==> src/rtl/reg_bank_read_port.sv <==
// reg_bank_read_port: registered read mux over the bank storage; holds its output while re is low.
// With REGISTER_BANK_BYPASS_EN defined, the same-edge write/clear is forwarded (write-first).
module reg_bank_read_port #(
  parameter int WIDTH = 16,
  parameter int DEPTH = 8,
  localparam int ADDR_W = $clog2(DEPTH)
) (
  input  logic                         clock,
  input  logic                         reset,
  input  logic                         i_re,
  input  logic [ADDR_W-1:0]            i_raddr,
  input  logic [DEPTH-1:0][WIDTH-1:0]  i_mem,
  input  logic [DEPTH-1:0]             i_vld,
`ifdef REGISTER_BANK_BYPASS_EN
  input  logic                         i_we,
  input  logic [ADDR_W-1:0]            i_waddr,
  input  logic [WIDTH-1:0]             i_wdata,
  input  logic                         i_clr,
`endif
  output logic [WIDTH-1:0]             o_rdata,
  output logic                         o_rhit
);
  logic             w_hit;
  logic [WIDTH-1:0] w_data;
`ifdef REGISTER_BANK_BYPASS_EN
  logic w_fwd;
  always_comb begin
    w_fwd  = i_we && (i_waddr == i_raddr);
    w_hit  = i_clr ? 1'b0 : (w_fwd ? 1'b1 : i_vld[i_raddr]);
    w_data = i_clr ? '0 : (w_fwd ? i_wdata : (i_vld[i_raddr] ? i_mem[i_raddr] : '0));
  end
`else
  always_comb begin
    w_hit  = i_vld[i_raddr];
    w_data = w_hit ? i_mem[i_raddr] : '0;
  end
`endif
  always_ff @(posedge clock) begin
    if (reset) begin
      o_rdata <= '0;
      o_rhit  <= 1'b0;
    end else if (i_re) begin
      o_rdata <= w_data;
      o_rhit  <= w_hit;
    end
  end
endmodule

==> src/rtl/register_bank.sv <==
// register_bank: DEPTH x WIDTH register file with valid bits, one write port, two registered read ports, bulk clear.
// Define REGISTER_BANK_BYPASS_EN for write-first reads; the default build is read-first.
module register_bank #(
  parameter int WIDTH = 16,
  parameter int DEPTH = 8,
  localparam int ADDR_W = $clog2(DEPTH)
) (
  input  logic              clock,
  input  logic              reset,
  input  logic              we,
  input  logic [ADDR_W-1:0] waddr,
  input  logic [WIDTH-1:0]  wdata,
  input  logic              clr,
  input  logic              re_a,
  input  logic [ADDR_W-1:0] raddr_a,
  output logic [WIDTH-1:0]  rdata_a,
  output logic              rhit_a,
  input  logic              re_b,
  input  logic [ADDR_W-1:0] raddr_b,
  output logic [WIDTH-1:0]  rdata_b,
  output logic              rhit_b
);
  logic [DEPTH-1:0][WIDTH-1:0] r_mem;
  logic [DEPTH-1:0]            r_vld;
  // Clear zeroes data as well as valid so stale words never leak out.
  always_ff @(posedge clock) begin
    if (reset || clr) begin
      r_mem <= '0;
      r_vld <= '0;
    end else if (we) begin
      r_mem[waddr] <= wdata;
      r_vld[waddr] <= 1'b1;
    end
  end
  reg_bank_read_port #(.WIDTH(WIDTH), .DEPTH(DEPTH)) u_port_a (
    .clock   (clock),
    .reset   (reset),
    .i_re    (re_a),
    .i_raddr (raddr_a),
    .i_mem   (r_mem),
    .i_vld   (r_vld),
`ifdef REGISTER_BANK_BYPASS_EN
    .i_we    (we),
    .i_waddr (waddr),
    .i_wdata (wdata),
    .i_clr   (clr),
`endif
    .o_rdata (rdata_a),
    .o_rhit  (rhit_a)
  );
  reg_bank_read_port #(.WIDTH(WIDTH), .DEPTH(DEPTH)) u_port_b (
    .clock   (clock),
    .reset   (reset),
    .i_re    (re_b),
    .i_raddr (raddr_b),
    .i_mem   (r_mem),
    .i_vld   (r_vld),
`ifdef REGISTER_BANK_BYPASS_EN
    .i_we    (we),
    .i_waddr (waddr),
    .i_wdata (wdata),
    .i_clr   (clr),
`endif
    .o_rdata (rdata_b),
    .o_rhit  (rhit_b)
  );
endmodule

==> config.mk <==
export PLATFORM = sky130hd
export DESIGN_NAME = register_bank
export DESIGN_NICKNAME = d
export VERILOG_FILES = /design/src/rtl/reg_bank_read_port.sv /design/src/rtl/register_bank.sv
export SDC_FILE = /design/constraint.sdc
export NUM_CORES = 1
export LEC_CHECK = 0
export ABC_AREA = 1
export CAP_MARGIN = 15
export CORE_MARGIN = 3
export CORE_UTILIZATION = 40
export CTS_BUF_LIST = sky130_fd_sc_hd__clkbuf_2
export DETAILED_ROUTE_END_ITERATION = 8
export GPL_TIMING_DRIVEN = 0
export PLACE_DENSITY_LB_ADDON = 0.2
export SLEW_MARGIN = 20
export SYNTH_ARGS = -nofsm -noshare
export SYNTH_HDL_FRONTEND = slang
export SYNTH_SLANG_ARGS = --single-unit
export TNS_END_PERCENT = 5
==> constraint.sdc <==
create_clock -name clock -period 2.6 [get_ports clock]
set_input_delay 0.52 -clock clock [delete_from_list [all_inputs] [get_ports clock]]
set_output_delay 0.52 -clock clock [all_outputs]
set_load 0.1 [all_outputs]
==> impl_table.tex <==
\begin{tabular}{lr}
\hline
Metric & Value \\
\hline
\multicolumn{2}{l}{\textbf{Power and ir drop}} \\
\quad Leakage power figure & 4.58 nW \\
\quad Power per unit of standard cell area & 514 nW/um\^{}2 \\
\quad Max rail drop VDD & 0.238 mV \\
\quad Total design power & 5.17 mW \\
\multicolumn{2}{l}{\textbf{Placement}} \\
\quad Post-place instance area & 9880 sq um \\
\quad Pre-CTS setup slack & 0.0105 ns \\
\quad Number of buffers added on ports & 41 \\
\quad HPWL after detailed placement & 24000 um \\
\quad Total instance count after detailed placement & 1722 \\
\quad Weighted congestion at the end of routability-driven global placement & 0.911 \\
\multicolumn{2}{l}{\textbf{Synth}} \\
\quad Synthesized cell area & 9120 sq um \\
\quad Most area-consuming cells after synthesis & sky130\_fd\_sc\_hd\_\_dfxtp\_1, sky130\_fd\_sc\_hd\_\_nand2\_1, sky130\_fd\_sc\_hd\_\_nand3\_1 \\
\quad Cell type with the highest aggregate area in the netlist & sky130\_fd\_sc\_hd\_\_dfxtp\_1 \\
\quad Number of flops mapped to enable cells by yosys & 0 \\
\quad FFs w/ async S/R, synth & 0\% \\
\quad Post-synthesis area per instance & 6.51 sq um \\
\quad Register bit count reported by yosys & 170 \\
\quad Synthesis warning total & 0 \\
\quad Commonest cells in the netlist & sky130\_fd\_sc\_hd\_\_nand2\_1, sky130\_fd\_sc\_hd\_\_dfxtp\_1, sky130\_fd\_sc\_hd\_\_nand3\_1 \\
\quad Instance count of the mapped netlist & 1401 \\
\quad Top-area cell type share of the netlist area & 37.3\% \\
\quad Library cell with the highest instance count after synthesis & sky130\_fd\_sc\_hd\_\_nand2\_1 \\
\quad Sequential-to-total area share from yosys stat & 37.3\% \\
\quad Count of unique library cells instantiated by Yosys & 18 \\
\quad Most frequently used flop master after synthesis & sky130\_fd\_sc\_hd\_\_dfxtp\_1 \\
\quad Synthesized netlist net count & 1432 \\
\multicolumn{2}{l}{\textbf{Global routing}} \\
\quad Wire length of the first global-routing pass & 49000 um \\
\quad Remaining global-route overflow & 0 \\
\quad Number of global-route vias before repair & 8583 \\
\quad Aggregate global-route resource usage & 25.8\% \\
\quad Number of antenna violations at the first check in global routing & 1 \\
\quad Pin count of the biggest net entering global routing & 17 \\
\multicolumn{2}{l}{\textbf{Route}} \\
\quad Routed Antenna Nets & 0 \\
\quad Routed Wire Length & 31400 um \\
\quad Count of vias placed by the detailed router & 9146 \\
\quad Routed via count divided by cell count & 5.21 \\
\quad WL per Instance & 17.9 um \\
\quad Length of the first detailed-routing pass in iterations & 5 \\
\quad Residual DRC & 0 \\
\quad Initial detailed-routing violation count & 1040 \\
\multicolumn{2}{l}{\textbf{STA}} \\
\quad Unrepaired setup endpoints after global routing & false \\
\quad Post-route worst hold slack & 0.0427 ns \\
\quad Final period utilization & 98.2\% \\
\quad Total setup violations reported at the end of the flow & 0 \\
\quad Fin Clk Skew & 0.0236 ns \\
\quad Count of final max-slew check failures & 0 \\
\quad Normalized max-slew margin & 35.7\% \\
\quad Hold violation total from the final report & 0 \\
\quad Slack of the critical path & 0.0460 ns \\
\quad Sum of negative setup slack & 0 ns \\
\quad Minimum clock period after layout & 2.55 ns \\
\quad Transition time at the pin with the least slew margin & 0.968 ns \\
\quad Achievable frequency & 392 MHz \\
\multicolumn{2}{l}{\textbf{Hold path}} \\
\quad Classification of the worst-slack hold path & in -> reg \\
\multicolumn{2}{l}{\textbf{Die}} \\
\quad Chip Width & 157 um \\
\quad Die Outline Area & 24700 sq um \\
\quad Number of rows created at floorplan & 54 \\
\quad Initial Util & 41.3\% \\
\quad Placeable Area & 22100 sq um \\
\quad Die boundary height & 157 um \\
\quad Number of top-level pins & 65 \\
\multicolumn{2}{l}{\textbf{Clock tree}} \\
\quad Number of clock sinks & 170 \\
\quad Buffers from clock root to sink, at most & 2 \\
\quad Insertion delay to the later sink of the worst-skew pair & 0.79 ns \\
\quad Clock tree from TritonCTS & built \\
\quad H-tree lvl count & 4 \\
\quad CTS Root Buffer Type & sky130\_fd\_sc\_hd\_\_clkbuf\_2 \\
\quad Clock transition at the registers of the reported paths & 0.25 ns \\
\quad Total clock buffers created by CTS & 17 \\
\multicolumn{2}{l}{\textbf{Layout}} \\
\quad Layout net count & 1494 \\
\quad Area used by sequential logic in the layout & 3400 sq um \\
\quad Post-route cell area & 10100 sq um \\
\quad Fill cells & 2329 \\
\quad Share of cells above drive strength 1 & 10.2\% \\
\quad Non-filler cells in the finished layout & 1757 \\
\quad Footprint of the multi-input gates & 4510 sq um \\
\quad Synth-to-layout area growth & 10.3\% \\
\quad Final design utilization & 45.5\% \\
\multicolumn{2}{l}{\textbf{Worst setup path}} \\
\quad Cell Chain, Critical Path & dlygate4sd2\_1 \\
\quad CP Data Arrival Time & 2.03 ns \\
\quad Number of buffer and inverter instances along the worst setup path & 1 \\
\quad Crit path required time & 2.08 ns \\
\quad Largest stage delay on the critical path & 0.85 ns \\
\quad Critical path type & reg -> out \\
\quad Worst-path maximum fanout & 2 \\
\quad Worst Setup End Kind & output port \\
\quad Type of element launching the critical path & flip-flop \\
\quad Slowest library cell on the worst path & sky130\_fd\_sc\_hd\_\_dlygate4sd2\_1 \\
\quad Top delay family on crit path & buffers and inverters \\
\multicolumn{2}{l}{\textbf{Status}} \\
\quad Status & completed \\
\multicolumn{2}{l}{\textbf{Run}} \\
\quad Number of max-cap violations & 0 \\
\hline
\end{tabular}
==> per-layer routing <==
layer  share of wire (%)  track usage (%)
met4                 3.5             9.96
met3                 7.1             4.48
met2                  44             40.2
met5                   0                0
met1                  45             35.7
==> sequential cells by signal, summed over array words and instances (netlist names) <==
register and flops:
r_mem 128, u_port_a.o_rdata 16, u_port_b.o_rdata 16, r_vld 8, u_port_a.o_rhit 1, u_port_b.o_rhit 1
==> layout by cell type (no fill, tap or decap) <==
cell type / n
sky130_fd_sc_hd__clkinv_1: 4
sky130_fd_sc_hd__buf_1: 43
sky130_fd_sc_hd__a21oi_1: 42
sky130_fd_sc_hd__inv_2: 4
sky130_fd_sc_hd__inv_6: 6
sky130_fd_sc_hd__nand3_1: 168
sky130_fd_sc_hd__a211oi_1: 96
sky130_fd_sc_hd__clkinvlp_4: 2
sky130_fd_sc_hd__nor2_1: 139
sky130_fd_sc_hd__inv_1: 149
sky130_fd_sc_hd__dlygate4sd2_1: 1
sky130_fd_sc_hd__nand2_2: 2
sky130_fd_sc_hd__clkinv_4: 2
sky130_fd_sc_hd__buf_6: 19
sky130_fd_sc_hd__a211oi_2: 32
sky130_fd_sc_hd__or2_1: 1
sky130_fd_sc_hd__buf_2: 32
sky130_fd_sc_hd__clkdlybuf4s15_1: 5
sky130_fd_sc_hd__buf_4: 1
sky130_fd_sc_hd__nand2_1: 479
sky130_fd_sc_hd__clkbuf_1: 19
sky130_fd_sc_hd__diode_2: 1
sky130_fd_sc_hd__dfxtp_1: 170
sky130_fd_sc_hd__clkbuf_2: 42
sky130_fd_sc_hd__clkdlybuf4s50_1: 7
sky130_fd_sc_hd__clkinv_2: 2
sky130_fd_sc_hd__clkdlybuf4s15_2: 4
sky130_fd_sc_hd__dlygate4sd3_1: 2
sky130_fd_sc_hd__bufinv_16: 3
==> tightest hold or removal path, cell delays in order <==
cell and delay [ns]:
sky130_fd_sc_hd__buf_2 0.15, sky130_fd_sc_hd__nand3_1 0.10, sky130_fd_sc_hd__a21oi_1 0.06
==> where the power goes <==
group | switching (mW) | total [mW] | internal, mW
registers | 0.0132 | 2.67 | 2.66
clock network | 1.05 | 1.61 | 0.557
logic | 0.658 | 0.895 | 0.237
total | 1.72 | 5.17 | 3.45
==> worst paths after layout <==
path	startpoint	end	slack, ns	cells after the start
max	u_port_b.o_rdata[5]	rdata_b[5]	0.05	1
min	re_b	u_port_b.o_rdata[0]	0.04	3
max reg2reg	r_vld[1]	u_port_b.o_rdata[13]	1.20	9
min reg2reg	u_port_b.o_rdata[15]	u_port_b.o_rdata[15]	0.49	2
==> area by class of cell <==
class	count	area share (%)
multi-input combinational	959	44.8
tap	280	3.48
clock inverter	15	1.84
clock buffer	17	0.846
timing repair buffer	43	3.12
inverter	157	5.86
antenna	1	0.0249
buffer	115	6.16
sequential	170	33.8
==> cell families (layout without fill, tap and decap cells) <==
group | Yosys count | in the layout | share of synthesized area, %
AND/OR/NAND/NOR | 789 | 789 | 34.9
AO/OA/AOI/OAI | 170 | 170 | 14.6
flip-flops | 170 | 170 | 37.3
other | 0 | 1 | 0
buffers and inverters | 272 | 347 | 13.2
==> timing repair <==
item,in CTS,in global routing
gates resized for setup,58,37
hold endpoints to repair,6,0
setup buffers,0,0
pin swaps,0,0
setup endpoints to repair,34,28
hold buffers,2,0
No activity file was read; power rests on OpenSTA's default activity.
